===== config.mk =====
export PLATFORM = sky130hd
export DESIGN_NAME = frequency_mem_reg
export DESIGN_NICKNAME = d
export VERILOG_FILES = /design/src/rtl/frequency_mem_reg.sv
export SDC_FILE = /design/constraint.sdc
export NUM_CORES = 1
export LEC_CHECK = 0
export ABC_CLOCK_PERIOD_IN_PS = 2100
export CORE_MARGIN = 2
export CORE_UTILIZATION = 46
export CTS_BUF_LIST = sky130_fd_sc_hd__clkbuf_4 sky130_fd_sc_hd__clkbuf_8
export CTS_CLUSTER_DIAMETER = 40
export DETAILED_ROUTE_END_ITERATION = 8
export PLACE_DENSITY = 0.86
export SLEW_MARGIN = 20
export SYNTH_ARGS = -nofsm -noshare
export SYNTH_HDL_FRONTEND = slang
export SYNTH_SLANG_ARGS = --single-unit
export TNS_END_PERCENT = 20

===== constraint.sdc =====
create_clock -name clk -period 2.1 [get_ports clk]
set_clock_uncertainty 0.15 [all_clocks]
set_input_delay 0.21 -clock clk [delete_from_list [all_inputs] [get_ports clk]]
set_output_delay 0.21 -clock clk [all_outputs]
set_load 0.05 [all_outputs]

===== src/rtl/frequency_mem_reg.sv =====
`default_nettype none
// ---------------------------------------------------------------------------
// Module  : frequency_mem_reg
// Brief   : Parallel-load holding register for the NCO frequency word.
// Revision: 1.0 - initial release
// ---------------------------------------------------------------------------
module frequency_mem_reg #(
  parameter int WIDTH = 20
) (
  input  logic             clk,
  input  logic             reset,
  input  logic [WIDTH-1:0] IN,
  input  logic             LOAD,
  output logic [WIDTH-1:0] OUT
);

  logic [WIDTH-1:0] r_word;

  // One flop per bit with a load/recirculate mux on its D input.
  generate
    for (genvar k = 0; k < WIDTH; k++) begin : g_bits
      logic w_d;
      logic r_bit;

      assign w_d = LOAD ? IN[k] : r_bit;

      always_ff @(posedge clk or posedge reset) begin
        if (reset) begin
          r_bit <= 1'b0;
        end else begin
          r_bit <= w_d;
        end
      end

      assign r_word[k] = r_bit;
    end
  endgenerate

  assign OUT = r_word;

endmodule
`default_nettype wire


* After elaboration in Yosys (flattened, before gate mapping)
Index checks and enable logic that the tools add are counted.
Storage, ports and cells: register bits after elaboration 20, bits in latches 0, bits in writable memories 0, memory bits (read-only) 0, input bits 23, output and inout bits 20, memories kept 0
Operators by class: add/sub/neg operators 0, multipliers 0, div/mod/pow operators 0, $lt $le $gt $ge 0, equal/unequal tests 0, shifts and indexed selects 0, multiplexer cells 0, bitwise operators 0, reductions and logical operators 0

* Logic depth before layout (Yosys ltp)
Gate-level depths: netlist of the first run.
word-level depth 0, mapped depth 2

* Least setup slack after synthesis of the first run
Ideal clock, no wire load.
kind in2reg, start point in LOAD, end point reg g_bits[0].r_bit, arrival time 647 ps, path slack 1178 ps, stages 2, cells stage by stage buf_6 > mux2_4
RTL lines:
- start: declaration | line 13 | input logic LOAD,
- end signal: assignment | line 31 | r_bit <= w_d;
- end: declaration | line 23 | logic r_bit;
No word-level cell between the ends.

* Final worst setup path of the first run
start point reg g_bits[15].r_bit, end point out OUT[15]
RTL lines:
- start: declaration | line 23
- start signal: assignment | line 31
- end: declaration | line 14 | output logic [WIDTH-1:0] OUT
No word-level cell between the ends.

==> out/metrics.yaml, run 1 <==
status:
  outcome: "completed"
clock_tree:
  clock_latency_ns: 0.29
  cts_root_buffer: "clkbuf_4"
  cts_buffer_depth: 2
  cts_buffers: 3
  post_cts_buffers: 0
  cts_tree: "built"
  cts_hold_buf: 0
  clk_pin_slew_ns: 0.10
  h-tree-depth: 1
  cts_sinks: 20
  post_cts_resized: 0
pwr:
  p_per_area_nw_per_um2: 773
  p_leak_uw: 0.000593
  peakVddDrop_mv: 0.486
  p_comb_share_pct: 34.3
  p_switching_uw: 321
  power.share.clock_pct: 21.4
  p_int_uw: 686
  seq_power_share_pct: 44.3
  p_sw_share_pct: 31.9
worst_setup_path:
  critPathMaxFanout: 2
  critPathLaunchType: "flop"
  arrival_ns: 1.48
  cp-startpoint: "g_bits[15].r_bit"
  critPathCapture: "OUT[15]"
  reg2reg_from: "g_bits[1].r_bit"
  worstSetupPathType: "flop to output port"
  reg2reg_to: "g_bits[1].r_bit"
  path_buf_inv: 1
  crit_family: "buffers and inverters"
  worstPathCellList: "clkdlybuf4s50_1"
  worst-path-stages: 1
  cp.required_ns: 1.74
  r2r_slack_ns: 1.17
  crit_slowest_cell: "clkdlybuf4s50_1"
  cp-end-kind: "output port"
  r2r.worst_path.cells: 1
  crit_path_max_incr_delay_ns: 0.81
synthesis:
  synth.area.top_cells: "dfrtp_1 (51%), mux2_4 (31%), buf_4 (15%)"
  syn_nets: 86
  syn_inst: 63
  yosysUniqueCellTypes: 5
  synthTopCellsByCount: "buf_4 (20), dfrtp_1 (20), mux2_4 (20), buf_6 (2), inv_1 (1)"
  ys_ff_latch: 20
  syn_avg_cell_area_um2: 15.5
  ys_warn_count: 0
  synth_top_cell_by_area: "dfrtp_1"
  async_flop_share_pct: 100
  mappedNetlistArea_um2: 977
  synth_top_flop_cell: "dfrtp_1"
  synth_top_area_share_pct: 51.2
  synth_edf_count: 0
  ys_seq_area_share_pct: 51.2
sta:
  slew_viol_final: 0
  holdWs_ns: 0.174
  fmax_ghz: 0.543
  finalCritPeriodShare_pct: 87.7
  tns_ns: 0
  grt_setup_unrepaired: "false"
  hold_violations: 0
  setup_viol: 0
  min_period_ns: 1.84
  max_slew_margin_pct: 51.6
  worst_pin_slew_ns: 0.726
grt:
  antenna_found_initial: 0
  grt_max_degree: 21
  grt_overflow_total: 0
  first_global_vias: 529
  track_usage_pct: 15.3
  grt_pass1_wl_um: 2700
cells_and_area:
  fin_cells: 115
  multi_input_area_um2: 300
  largest_registers: "g_bits.r_bit (20)"
  final.fill_count: 148
  area_growth_pct: 33.3
  drive_above_1_share_pct: 28.4
  largest_register: "g_bits.r_bit"
  largest_reg_flops: 20
  seq_area_um2: 500
  design_area_um2: 1300
  antennaDiodeCount: 0
  fin_nets: 112
floorplan:
  die_x_um: 50.1
  boundaryPins: 43
  dieHeight_um: 50.1
  num_rows: 16
  dieArea_um2: 2510
  start_util_pct: 49.3
  coreArea_um2: 1980
placement:
  gp_congestion: 0.675
  place_area_um2: 1270
  numPlacedInstances: 111
  dp_hpwl_um: 1230
  io_buffers: 42
detailed_routing:
  drc: 0
  via_per_inst: 4.33
  wl_per_cell_um: 14.0
  dr.pass1.iters: 3
  detail_route.wirelength_um: 1610
  ant_nets: 0
  drtIter0Drc: 5
  vias: 498
job:
  max_cap_viol_count: 0
min_path:
  worst_hold_path_type: "input pin to async pin"
==> routing by layer <==
layer / vias up / routed length [um] / track usage (%)
met5: - / 0 / 0
met4: 0 / 36 / 8.33
met3: 5 / 71 / 4.55
met2: 18 / 814 / 23.9
met1: 239 / 684 / 18.6
li1: 236 / - / -
==> cell families (layout without fill, tap and decap cells) <==
group	after synthesis	count (layout)	share of synthesized area [%]
buffers and inverters	23	48	18.1
multiplexers	20	20	30.7
flip-flops	20	20	51.2
==> power groups by stage <==
| stage | sequential (uW) | clock (uW) | combinational, uW |
|---|---|---|---|
| after floorplan | 446 | 0 | 282 |
| after global placement | 453 | 0 | 341 |
| after detailed placement | 453 | 0 | 348 |
| after CTS | 447 | 221 | 348 |
| after global routing | 452 | 244 | 358 |
| final | 446 | 215 | 345 |
==> cell type report <==
type	count	area share (%)
Sequential cell	20	38.4
Multi-Input combinational cell	20	23.1
Inverter	1	0.288
Timing Repair Buffer	43	32.9
Tap cell	27	2.59
Clock buffer	4	2.79
==> through the flow <==
| step | total power (uW) | worst slack, ns | util [%] |
|---|---|---|---|
| global placement | 794 | 0.504 | 63.9 |
| global route | 1050 | 0.194 | 65.7 |
| detailed placement | 801 | 0.472 | 63.9 |
| finish | 1010 | 0.259 | 65.7 |
| CTS | 1020 | 0.246 | 65.7 |
| floorplan | 728 | 1.18 | - |
==> placed cells by master (no fill, tap or decap) <==
cell / n
buf_4: 1
clkbuf_4: 3
clkbuf_8: 1
clkdlybuf4s50_1: 42
dfrtp_1: 20
inv_1: 1
mux2_4: 20
==> how the worst min path moves through the flow <==
| stage | from | to | depth (start not counted) |
|---|---|---|---|
| 2_1_floorplan | reset | g_bits[0].r_bit | 1 |
| 3_3_place_gp | g_bits[2].r_bit | g_bits[2].r_bit | 1 |
| 3_5_place_dp | g_bits[6].r_bit | g_bits[6].r_bit | 1 |
| 4_1_cts | reset | g_bits[17].r_bit | 2 |
| 5_1_grt | reset | g_bits[17].r_bit | 2 |
| 6_report | reset | g_bits[17].r_bit | 2 |
No activity file was read; power rests on OpenSTA's default activity.
==> run 2: changes to the inputs <==
- CORE_MARGIN: 2 -> 1
==> run 2 against run 1 <==
Via count increased by 3.4%. Wire length decreased by 1.2%. Worst hold slack got worse by 0.096 ns. Flip-flop and latch count unchanged. Cell count increased by 1.7%. Die area decreased by 7.8%. Critical path type unchanged. Maximum frequency increased by 0.45%. Setup slack improved by 0.0082 ns. Total power about the same. Sequential power about the same.
==> out/metrics.yaml, run 2 (synthesis gave the netlist of run 1 again) <==
status:
  outcome: "completed"
min_path:
  worst_hold_path_type: "input pin to async pin"
worst_setup_path:
  reg2reg_to: "g_bits[11].r_bit"
  crit_family: "buffers and inverters"
  r2r.worst_path.cells: 1
  critPathLaunchType: "flop"
  worstSetupPathType: "flop to output port"
  critPathMaxFanout: 2
  r2r_slack_ns: 1.16
  reg2reg_from: "g_bits[11].r_bit"
  crit_path_max_incr_delay_ns: 0.81
  arrival_ns: 1.47
  cp.required_ns: 1.74
  crit_slowest_cell: "clkdlybuf4s50_1"
  path_buf_inv: 1
  cp-end-kind: "output port"
  worstPathCellList: "clkdlybuf4s50_1"
floorplan:
  boundaryPins: 43
  dieArea_um2: 2310
  num_rows: 16
  start_util_pct: 49.3
  coreArea_um2: 1980
  dieHeight_um: 48.1
  die_x_um: 48.1
detailed_routing:
  dr.pass1.iters: 1
  vias: 515
  drc: 0
  drtIter0Drc: 0
  via_per_inst: 4.40
  detail_route.wirelength_um: 1590
  ant_nets: 0
  wl_per_cell_um: 13.6
cells_and_area:
  final_util_pct: 66.5
  largest_register: "g_bits.r_bit"
  drive_above_1_share_pct: 30.0
  area_growth_pct: 34.8
  largest_reg_flops: 20
  final.fill_count: 143
  largest_registers: "g_bits.r_bit (20)"
  final_common_cell: "clkdlybuf4s50_1"
  antennaDiodeCount: 0
  layout_common_cells: "clkdlybuf4s50_1 (42), mux2_4 (20), dfrtp_1 (20)"
  fin_nets: 114
  design_area_um2: 1320
clock_tree:
  cts_root_buffer: "clkbuf_4"
  clock_latency_ns: 0.29
  clk_pin_slew_ns: 0.10
  post_cts_resized: 0
  cts_sinks: 20
  cts_buffer_depth: 2
  cts_hold_buf: 0
  cts_tree: "built"
  post_cts_buffers: 0
  h-tree-depth: 1
  cts_buffers: 3
pwr:
  p_per_area_nw_per_um2: 764
  p_leak_uw: 0.000603
  peakVddDrop_mv: 0.416
sta:
  tns_ns: 0
  fin_ws_ns: 0.267
  setup_viol: 0
  slew_viol_final: 0
  min_period_ns: 1.83
  finalCritPeriodShare_pct: 87.3
  fmax_ghz: 0.546
  hold_violations: 0
  holdWs_ns: 0.0774
  max_slew_margin_pct: 66.4
  grt_setup_unrepaired: "false"
  worst_pin_slew_ns: 0.503
grt:
  grt_overflow_total: 0
  grt_pass1_wl_um: 2150
  track_usage_pct: 14.0
  grt_max_degree: 21
  antenna_found_initial: 0
  first_global_vias: 484
placement:
  dp_slack_ns: 0.581
  io_buffers: 42
  gp_congestion: 0.643
  dp_hpwl_um: 1240
  place_area_um2: 1280
job:
  max_cap_viol_count: 0
==> run 2: cell count changes in the layout (fill, tap and decap cells not counted), sizes merged <==
cell / before / now
buf: 1 / 3
==> run 2: power by group <==
| part | total, uW | switching [uW] | internal [uW] |
|---|---|---|---|
| clock | 213 | 107 | 105 |
| combinational | 348 | 188 | 159 |
| sequential | 446 | 22.4 | 423 |
==> run 2: worst max-delay path by stage <==
stage,cells after the start,start,to
after floorplan,2,LOAD,g_bits[0].r_bit
after global placement,1,g_bits[17].r_bit,OUT[17]
after detailed placement,3,LOAD,g_bits[19].r_bit
after CTS,1,g_bits[3].r_bit,OUT[3]
after global routing,1,g_bits[11].r_bit,OUT[11]
final,1,g_bits[15].r_bit,OUT[15]
==> run 2: routing by layer <==
| metal | track usage [%] | wire, um | vias to the layer above |
|---|---|---|---|
| met5 | 0 | 0 | - |
| met4 | 8.33 | 0 | 0 |
| met3 | 0 | 32 | 0 |
| met2 | 23.5 | 933 | 13 |
| met1 | 18.4 | 620 | 257 |
| li1 | - | - | 245 |
==> run 2: cell type report <==
class,count,area [um2],area share [%]
timing repair buffer,45,443,33.6
inverter,1,3.75,0.285
tap,27,33.8,2.56
multi-input combinational,20,300,22.8
sequential,20,500,38.0
clock buffer,4,36.3,2.75
==> run 2: per-stage QoR <==
step / std cells / total power, uW
global placement: 113 / 796
detailed placement: 113 / 803
finish: 117 / 1010
global route: 117 / 1050
CTS: 117 / 1020
floorplan: 63 / 728
